**src/rtl/ram_pkg.sv**
```systemverilog
// Shared types and helpers for the simple dual-port RAM family.
//   rdw_mode_e   : what a read returns when it hits the address being written
//   init_state_e : states of the clear-after-reset sequencer
//   bytes_of()   : number of byte lanes in a word of the given width
package ram_pkg;

  typedef enum logic {
    RDW_OLD,
    RDW_NEW
  } rdw_mode_e;

  typedef enum logic {
    INIT,
    READY
  } init_state_e;

  function automatic int bytes_of(input int width);
    return width / 8;
  endfunction

endpackage

```
**src/rtl/ram_init_seq.sv**
```systemverilog
// Clear-after-reset sequencer. After rst deasserts it walks every address
// once, issuing a write strobe per cycle, then parks in READY until the next
// rst. With CLEAR_ON_RESET=0 it is held in READY and never strobes.
// Ports:
//   clk_i        clock, rising edge
//   rst_i        synchronous active-high reset, restarts the sweep at 0
//   init_busy_o  high while the sweep is running
//   init_we_o    write strobe for the zero-fill
//   init_addr_o  address being cleared this cycle
module ram_init_seq
  import ram_pkg::*;
#(
  parameter int ADDR_WIDTH     = 4,
  parameter bit CLEAR_ON_RESET = 1'b1
) (
  input  logic                  clk_i,
  input  logic                  rst_i,
  output logic                  init_busy_o,
  output logic                  init_we_o,
  output logic [ADDR_WIDTH-1:0] init_addr_o
);

  localparam logic [ADDR_WIDTH-1:0] LAST_ADDR = '1;

  init_state_e           state_q;
  logic [ADDR_WIDTH-1:0] cnt_q;
  logic                  busy_q;

  always_ff @(posedge clk_i) begin
    if (rst_i) begin
      cnt_q <= '0;
      if (CLEAR_ON_RESET) begin
        state_q <= INIT;
        busy_q  <= 1'b1;
      end else begin
        state_q <= READY;
        busy_q  <= 1'b0;
      end
    end else begin
      case (state_q)
        INIT: begin
          // The last address is the terminal count: stop here rather than
          // letting the counter roll over to 0.
          if (cnt_q == LAST_ADDR) begin
            state_q <= READY;
            busy_q  <= 1'b0;
          end else begin
            cnt_q <= cnt_q + 1'b1;
          end
        end
        default: ;
      endcase
    end
  end

  assign init_busy_o = busy_q;
  assign init_we_o   = busy_q;
  assign init_addr_o = cnt_q;

endmodule

```
**src/rtl/sdp_ram_be.sv**
```systemverilog
// Simple dual-port synchronous RAM with byte-enable writes, one write and one
// read port on a single clock, read latency of 1 or 2 cycles, selectable
// read-during-write behaviour and an optional zero-fill after reset.
// Ports:
//   clk, rst            clock and synchronous active-high reset
//   we, wr_addr, be, din  write request, address, byte enables, data
//   re, rd_addr         read request and address
//   dout, dout_valid    read data (held between reads) and one-cycle valid
//   init_busy           zero-fill in progress; we/re are ignored meanwhile
module sdp_ram_be
  import ram_pkg::*;
#(
  parameter int        ADDR_WIDTH     = 4,
  parameter int        DATA_WIDTH     = 32,
  parameter int        READ_LATENCY   = 1,
  parameter rdw_mode_e RDW_MODE       = RDW_OLD,
  parameter bit        CLEAR_ON_RESET = 1'b1
) (
  input  logic                             clk,
  input  logic                             rst,
  input  logic                             we,
  input  logic [ADDR_WIDTH-1:0]            wr_addr,
  input  logic [bytes_of(DATA_WIDTH)-1:0]  be,
  input  logic [DATA_WIDTH-1:0]            din,
  input  logic                             re,
  input  logic [ADDR_WIDTH-1:0]            rd_addr,
  output logic [DATA_WIDTH-1:0]            dout,
  output logic                             dout_valid,
  output logic                             init_busy
);

  localparam int NUM_BYTES = bytes_of(DATA_WIDTH);
  localparam int DEPTH     = 1 << ADDR_WIDTH;

  if (DATA_WIDTH % 8 != 0) begin : g_bad_width
    $error("sdp_ram_be: DATA_WIDTH must be a multiple of 8");
  end
  if (READ_LATENCY != 1 && READ_LATENCY != 2) begin : g_bad_latency
    $error("sdp_ram_be: READ_LATENCY must be 1 or 2");
  end

  logic                  init_we;
  logic [ADDR_WIDTH-1:0] init_addr;

  ram_init_seq #(
    .ADDR_WIDTH     (ADDR_WIDTH),
    .CLEAR_ON_RESET (CLEAR_ON_RESET)
  ) u_init_seq (
    .clk_i       (clk),
    .rst_i       (rst),
    .init_busy_o (init_busy),
    .init_we_o   (init_we),
    .init_addr_o (init_addr)
  );

  logic acc_we;
  logic acc_re;
  assign acc_we = we & ~init_busy;
  assign acc_re = re & ~init_busy;

  // Zero-fill owns the write port while it runs.
  logic                  mem_we;
  logic [ADDR_WIDTH-1:0] mem_waddr;
  logic [NUM_BYTES-1:0]  mem_be;
  logic [DATA_WIDTH-1:0] mem_wdata;
  assign mem_we    = init_we | acc_we;
  assign mem_waddr = init_we ? init_addr : wr_addr;
  assign mem_be    = init_we ? '1 : be;
  assign mem_wdata = init_we ? '0 : din;

  logic [DATA_WIDTH-1:0] mem [DEPTH];

  always_ff @(posedge clk) begin
    if (mem_we) begin
      for (int i = 0; i < NUM_BYTES; i++) begin
        if (mem_be[i]) mem[mem_waddr][8*i +: 8] <= mem_wdata[8*i +: 8];
      end
    end
  end

  // ---- stage p0: array read and collision bypass ----
  logic [DATA_WIDTH-1:0] old_word_p0;
  logic [DATA_WIDTH-1:0] merged_p0;
  logic                  collide_p0;
  logic [DATA_WIDTH-1:0] rd_word_p0;

  always_comb begin
    old_word_p0 = mem[rd_addr];
    merged_p0   = old_word_p0;
    for (int i = 0; i < NUM_BYTES; i++) begin
      if (be[i]) merged_p0[8*i +: 8] = din[8*i +: 8];
    end
    collide_p0 = acc_we & acc_re & (wr_addr == rd_addr);
    rd_word_p0 = (RDW_MODE == RDW_NEW && collide_p0) ? merged_p0 : old_word_p0;
  end

  // ---- stage p1: first read register ----
  logic [DATA_WIDTH-1:0] data_p1_q;
  logic                  vld_p1_q;

  always_ff @(posedge clk) begin
    if (rst) begin
      vld_p1_q  <= 1'b0;
      data_p1_q <= '0;
    end else begin
      vld_p1_q <= acc_re;
      if (acc_re) data_p1_q <= rd_word_p0;
    end
  end

  // ---- stage p2: optional output register ----
  if (READ_LATENCY == 2) begin : g_lat2
    logic [DATA_WIDTH-1:0] data_p2_q;
    logic                  vld_p2_q;

    always_ff @(posedge clk) begin
      if (rst) begin
        vld_p2_q  <= 1'b0;
        data_p2_q <= '0;
      end else begin
        vld_p2_q <= vld_p1_q;
        if (vld_p1_q) data_p2_q <= data_p1_q;
      end
    end

    assign dout       = data_p2_q;
    assign dout_valid = vld_p2_q;
  end else begin : g_lat1
    assign dout       = data_p1_q;
    assign dout_valid = vld_p1_q;
  end

endmodule

```
**config.mk**
```make
export PLATFORM = sky130hd
export DESIGN_NAME = sdp_ram_be
export DESIGN_NICKNAME = d
export VERILOG_FILES = /design/src/rtl/ram_pkg.sv /design/src/rtl/ram_init_seq.sv /design/src/rtl/sdp_ram_be.sv
export SDC_FILE = /design/constraint.sdc
export NUM_CORES = 1
export LEC_CHECK = 0
export ABC_CLOCK_PERIOD_IN_PS = 4700
export CAP_MARGIN = 15
export CORE_ASPECT_RATIO = 2
export CORE_MARGIN = 2
export CORE_UTILIZATION = 45
export DETAILED_ROUTE_END_ITERATION = 10
export REMOVE_ABC_BUFFERS = 1
export SLEW_MARGIN = 10
export SYNTH_ARGS = -nofsm -noshare
export SYNTH_HDL_FRONTEND = slang
export SYNTH_SLANG_ARGS = --single-unit
export TNS_END_PERCENT = 10
```
**constraint.sdc**
```tcl
create_clock -name clk -period 4.7 [get_ports clk]
set_input_delay 0.94 -clock clk [delete_from_list [all_inputs] [get_ports clk]]
set_output_delay 0.94 -clock clk [all_outputs]
set_load 0.01 [all_outputs]
```
Word-level counts from Yosys, hierarchy flattened
Memory sizes are Yosys's and may differ from the RTL's. A register that Yosys moved wholly into a read port is not among the register bits.
Cells that the tools add are included.
{"block": "totals", "ram_bits": 512, "register_bits": 7, "memories": 1, "output_inout_bits": 34}
{"memory": "mem", "words": 16, "word_bits": 32, "read_ports": 1, "rd_ports_with_merged_regs": 1, "write_ports": 1, "line": "sdp_ram_be.sv:71", "source": "logic [DATA_WIDTH-1:0] mem [DEPTH];"}
{"block": "op_classes", "n_eq_ne": 1, "n_reduce_logical": 2, "n_addsub": 1, "n_mux": 17, "n_bitwise": 6}
{"cell": "$mux 32", "count": 1}
{"cell": "$mux 1", "count": 14}
{"cell": "$mux 4", "count": 2}
{"cell": "$add 4x1->4 const B", "count": 1}
{"cell": "$eq 4x4->1 const B", "count": 1}
{"cell": "$reduce_and 2->1", "count": 2}
{"cell": "$not 1->1", "count": 3}
{"cell": "$and 1x1->1", "count": 2}
{"cell": "$or 1x1->1", "count": 1}

Logic depth before layout (Yosys ltp)
Gate-level depths: netlist of the first run.
{"block": "logic_depth", "depth_word": 5, "ltp_mapped": 8, "mapped_depth_nobuf": 5}

Hierarchy
Synthesis of the first run repeated with hierarchy kept, for this count alone.
{"block": "unflattened", "hier_cells": 1103, "area_unflattened_um2": 21526.9}
{"module": "sdp_ram_be", "area_per_inst_um2": 21274.2, "n_inst": 1, "cells_each": 1078}
{"module": "ram_init_seq", "area_per_inst_um2": 252.7, "n_inst": 1, "cells_each": 25}

Least setup slack after synthesis of the first run
No wires, ideal clock.
{"block": "synth_timing", "path_kind": "input port to flip-flop", "from": "in rd_addr[2]", "to": "reg data_p1_q[0] (netlist: dout[0]), read port of mem", "path_buffers": 3, "required_time_ps": 4580, "setup_slack_ps": 2336, "cell_stages": 6, "arrival_time_ps": 2244, "path_cell_list": "buf_6 -> buf_6 -> buf_2 -> mux4_2 -> o211ai_1 -> nand2_1"}
{"element": "from (decl)", "line": "sdp_ram_be.sv:26", "source": "input logic [ADDR_WIDTH-1:0] rd_addr,"}
{"element": "to (decl)", "line": "sdp_ram_be.sv:98", "source": "logic [DATA_WIDTH-1:0] data_p1_q;"}

Worst setup path after layout of the first run
{"block": "layout_timing", "from": "reg u_init_seq.busy_q (netlist: u_init_seq.init_busy_o)", "to": "out init_busy"}
{"element": "from (decl)", "line": "ram_init_seq.sv:27", "source": "logic busy_q;"}
{"element": "from (signal assigned)", "line": "ram_init_seq.sv:34", "source": "busy_q <= 1'b1;"}
{"element": "from (signal assigned)", "line": "ram_init_seq.sv:37", "source": "busy_q <= 1'b0;"}
{"element": "from (signal assigned)", "line": "ram_init_seq.sv:46", "source": "busy_q <= 1'b0;"}
{"element": "to (decl)", "line": "sdp_ram_be.sv:29", "source": "output logic init_busy"}
No word-level cell between the ends.

==> flow_summary_export.csv, run 1 <==
group,metric,value,unit
status,status,"finished clean",
global_routing,globalRouteTotalUtil,19.7,%
yosys,syn_avg_cell_area,19.5,um2
finish,area_growth,14.4,%
timing,rsz0062_at_grt,"false",
finish,fin_area,24600,um2
yosys,synth-main-ff-cell,"edfxtp_1",
timing,min_period,3.41,ns
yosys,ys_warn_count,0,
finish,final_util,52.0,%
yosys,ys_ff_latch,551,
setup_path,cp.arrival,2.47,ns
yosys,synth_most_common_cell,"edfxtp_1",
finish,multi_input_area,5030,um2
finish,n_antenna_cell,0,
timing,fin_crit_sh,72.4,%
clock_network,cts_root_buffer,"clkbuf_16",
finish,drive_above_1_share,15.9,%
global_routing,grt_pass1_vias,10900,
setup_path,required,3.76,ns
placement,pre_cts_ws,1.19,ns
timing,skew,0.0190,ns
power,p_per_area,394,nW/um2
routing,ant_nets,0,
clock_network,cts.clk_slew.worst_paths,0.07,ns
power,p_leak,8.55,nW
timing,fin_tns_setup,0,ns
timing,slew_headroom,30.1,%
yosys,synth_top_area_share,71.5,%
hold_path,hold_class,"flip-flop to flip-flop",
placement,io_buffer_count,81,
routing,wl_per_cell,25.7,um
timing,worstMarginPinSlew,1.05,ns
routing,drt_wl_total,48.0,mm
yosys,syn_inst,1102,
die,die_area,49700,um2
die,die_w,159,um
finish,register_area,16200,um2
placement,dpl_cell_area,23100,um2
power,total_power,0.00969,W
global_routing,antenna_found_initial,0,
placement,hpwl,32.1,mm
setup_path,critPathLaunchType,"flip-flop",
clock_network,postCtsSetupBuffers,0,
finish,fillers,3753,
setup_path,worstSetupPathType,"flip-flop to primary output",
global_routing,overflow,0,
clock_network,cts_resized,0,
clock_network,cts_buffers,44,
power,ir_drop,266,uV
routing,vias,10400,
die,start_util,45.4,%
yosys,synth_edf_count,512,
yosys,synth_area,21500,um2
yosys,yosys-top-cells-count,"edfxtp_1 (512), nor2_1 (74), mux2i_1 (67)",
global_routing,grt_first_pass_wirelength,70.6,mm
clock_network,ctsHtreeMaxLevel,2,
yosys,synth_cell_type_count,34,
die,core_area,47400,um2
finish,fin_nets,1251,
placement,gp_congestion,0.786,
yosys,yosys.area.top_type,"edfxtp_1",
die,io_pins,82,
die,row_count,113,
clock_network,cts_buffer_depth,3,
setup_path,worstPathMaxFanout,34,
clock_network,clock_sinks,551,
setup_path,r2r-start,"u_init_seq.init_busy_o",
hold_path,hp-start,"dout[27]",
clock_network,postCtsHoldBufs,0,
clock_network,clk_latency,0.56,ns
yosys,ys_seq_area_share,75.1,%
die,die_height,313,um
routing,drc,0,
routing,drt_iter0_drc,807,
clock_network,cts_tree,"yes",
run,drv_cap,0,
yosys,ys_async_sr_fraction,0,%
global_routing,grt_max_degree,50,
setup_path,crit_path_start,"u_init_seq.init_busy_o",
routing,via_per_inst,5.57,
timing,finalHoldViolations,0,
timing,fmax,294,MHz
routing,dr.pass1.iters,5,
timing,worst_slack,1.29,ns
yosys,post_synth_main_area_contributors,"edfxtp_1 (71%), mux4_1 (6.7%), mux4_2 (4.2%)",
timing,drv_slew,0,
timing,setup_viol,0,
setup_path,end_kind,"primary output",
final timing paths:
check / endpoint / slack, ns / cells after the start
max: init_busy / 1.29 / 2
min reg2reg: dout[27] / 0.49 / 2
max reg2reg: mem[13][17] / 1.40 / 4
min: dout[27] / 0.49 / 2
flip-flops by register name (all words and copies together), names as in the netlist:
register and cells:
mem 512, dout 32, u_init_seq.init_addr_o 4, dout_valid 1, u_init_seq.init_busy_o 1, u_init_seq.state_q 1
kinds of logic after synthesis:
group | count (synthesis) | synth area share (%)
xor+xnor | 3 | 0.122
fa+ha+maj | 1 | 0.0581
buf+inv | 70 | 1.72
mux | 194 | 15.7
flops | 551 | 75.1
simple gates | 174 | 3.59
compound gates | 109 | 3.73
per-layer routing:
layer | routed length (um) | up-vias | GRT usage, %
met5 | 0 | - | 0
met4 | 1720 | 0 | 7.47
met3 | 2030 | 75 | 2.64
met2 | 26000 | 258 | 35.4
met1 | 18300 | 5395 | 23.9
li1 | - | 4675 | -
report_power, final:
group | total [W] | internal [W] | switching (W) | leakage [nW]
clock | 0.00383 | 0.00216 | 0.00167 | 0.729
sequential | 0.00542 | 0.00539 | 0.0000284 | 5.15
combinational | 0.000436 | 0.000198 | 0.000238 | 2.67
worst max-delay path: stages, from the launching register on:
cell	delay, ns
dfxtp_2	0.90
buf_4	0.40
clkdlybuf4s50_1	0.59
cells in the final DEF (no fill, tap or decap), types with 38 or more instances in the layout:
master	synthesis	final
nand2_1	52	52
mux2i_1	67	67
nor2_1	74	74
dfxtp_1	39	38
a22oi_1	63	63
mux4_1	55	55
edfxtp_1	512	512
clkdlybuf4s50_1	0	78
mux4_2	40	40
clkbuf_16	0	45
per-stage QoR:
step	cells	hold slack [ns]
5_1_grt	1868	0.519
3_5_place_dp	1786	0.477
2_1_floorplan	1036	0.460
3_3_place_gp	1784	0.477
4_1_cts	1866	0.494
6_report	1868	0.491
area by class of cell:
type	count	share of cell area, %
Multi-Input combinational cell	481	20.4
Clock buffer	58	4.93
Timing Repair Buffer	120	4.66
Tap cell	632	3.21
Sequential cell	551	65.6
Clock inverter	22	1.08
Inverter	4	0.0610
No activity file was read; power rests on OpenSTA's default activity.
==> inputs of run 2 (changes only) <==
--- a/config.mk
+++ b/config.mk
@@ -5,7 +5,7 @@
 export SDC_FILE = /design/constraint.sdc
 export NUM_CORES = 1
 export LEC_CHECK = 0
-export ABC_CLOCK_PERIOD_IN_PS = 4700
+export ABC_CLOCK_PERIOD_IN_PS = 2800
 export CAP_MARGIN = 15
 export CORE_ASPECT_RATIO = 2
 export CORE_MARGIN = 2
==> constraint.sdc (replaced) <==
create_clock -name clk -period 2.8 [get_ports clk]
set_input_delay 0.56 -clock clk [delete_from_list [all_inputs] [get_ports clk]]
set_output_delay 0.56 -clock clk [all_outputs]
set_load 0.01 [all_outputs]
==> flow_summary_export.csv, run 2 (synthesized netlist as in run 1, its figures left out) <==
group,metric,value,unit
finish,layout.cells.most_common,"edfxtp_1",
placement,dp.cells,1891,
hold_path,hold_class,"flip-flop to flip-flop",
timing,fin_crit_sh,87.2,%
global_routing,globalRouteTotalUtil,20.7,%
timing,drv_slew,0,
die,die_area,49700,um2
finish,area_growth,18.8,%
setup_path,worstSetupPathType,"flip-flop to primary output",
global_routing,grt_max_degree,39,
timing,fmax,410,MHz
finish,top_register,"mem",
die,core_area,47400,um2
setup_path,worstPathMaxFanout,20,
timing,finalHoldViolations,0,
routing,wl_per_cell,25.4,um
die,die_w,159,um
setup_path,end_kind,"primary output",
global_routing,overflow,0,
power,total_power,0.0166,W
placement,io_buffer_count,81,
routing,via_per_inst,5.49,
clock_network,cts_resized,0,
placement,dpl_cell_area,23900,um2
clock_network,cts_root_buffer,"clkbuf_16",
routing,vias,10900,
clock_network,clock_sinks,551,
finish,final_cells,1980,
setup_path,critPathLaunchType,"flip-flop",
routing,drt_iter0_drc,720,
power,p_per_area,651,nW/um2
finish,largest_reg_flops,512,
clock_network,cts_tree,"yes",
routing,dr.pass1.iters,5,
status,status,"finished clean",
timing,setup_viol,0,
finish,fin_area,25600,um2
global_routing,grt_pass1_vias,11500,
finish,drive_above_1_share,22.2,%
finish,layout_common_cells,"edfxtp_1 (512), buf_4 (139), clkdlybuf4s50_1 (78)",
clock_network,cts_buffer_depth,3,
routing,drc,0,
timing,worstMarginPinSlew,1.14,ns
global_routing,antenna_found_initial,0,
timing,rsz0062_at_grt,"false",
die,start_util,45.4,%
timing,hold_ws,0.494,ns
placement,hpwl,34.0,mm
power,ir_drop,391,uV
die,die_height,313,um
timing,min_period,2.44,ns
finish,n_antenna_cell,0,
global_routing,grt_first_pass_wirelength,73.6,mm
setup_path,cp.arrival,1.88,ns
die,io_pins,82,
placement,gp_congestion,0.765,
clock_network,clk_latency,0.59,ns
run,drv_cap,0,
clock_network,cts_buffers,46,
clock_network,cts.clk_slew.worst_paths,0.07,ns
die,row_count,113,
routing,ant_nets,0,
setup_path,required,2.24,ns
clock_network,postCtsHoldBufs,0,
timing,slew_headroom,23.8,%
power,p_leak,9.15,nW
routing,drt_wl_total,50.2,mm
finish,fin_nets,1359,
clock_network,ctsHtreeMaxLevel,2,
clock_network,postCtsSetupBuffers,0,
timing,skew,0.0142,ns
[run 2: cell count changes in the layout (fill, tap and decap cells not counted), sizes merged]
cell | previous run | this run
inv | 4 | 7
clkinv | 14 | 20
buf | 41 | 147
clkbuf | 59 | 55
clkinvlp | 2 | 3
[run 2: power breakdown]
group / internal [W] / switching, W
clock network: 0.00380 / 0.00292
logic: 0.000396 / 0.000423
registers: 0.00905 / 0.0000448
[run 2: layer usage]
layer / vias to the layer above / track usage [%] / part of all wire (%)
met2: 280 / 37.8 / 55
met5: - / 0 / 0
li1: 4886 / - / -
met4: 0 / 7.94 / 3.6
met1: 5605 / 24.6 / 37
met3: 93 / 2.39 / 3.9
[run 2: path summary, 6_finish.rpt]
path	start	to	slack, ns	cells after the start
max	u_init_seq.init_busy_o	init_busy	0.36	2
min	dout[18]	dout[18]	0.49	2
max reg2reg	u_init_seq.init_addr_o[0]	mem[1][28]	0.41	5
min reg2reg	dout[18]	dout[18]	0.49	2
[run 2: cell type report]
cell class              instances  area [um2]
well taps                     632         791
fillers                      3709       21800
inverters                       4        15.0
multi-input cells             481        5010
clock buffers                  54        1260
flip-flops and latches        551       16200
clock inverters                32         317
repair buffers                226        2000
[run 2: critical path, stage by stage, from the launching register on]
cell	delay, ns
dfxtp_2	0.41
buf_4	0.29
clkdlybuf4s50_1	0.59
[run 2: metrics by stage]
stage,setup slack (ns),utilization [%],setup TNS (ns)
after detailed placement,0.172,50.6,0
after floorplan,-0.0704,-,-2.18
after CTS,0.326,53.9,0
after global routing,0.267,53.9,0
final,0.359,53.9,0
after global placement,0.153,50.6,0
==> inputs of run 3 (changes only) <==
--- a/config.mk
+++ b/config.mk
@@ -12,6 +12,7 @@
 export CORE_UTILIZATION = 45
 export DETAILED_ROUTE_END_ITERATION = 10
 export REMOVE_ABC_BUFFERS = 1
+export SKIP_LAST_GASP = 1
 export SLEW_MARGIN = 10
 export SYNTH_ARGS = -nofsm -noshare
 export SYNTH_HDL_FRONTEND = slang
==> results of run 3 <==
Final layout, timing and power as in run 2 (identical DEF).
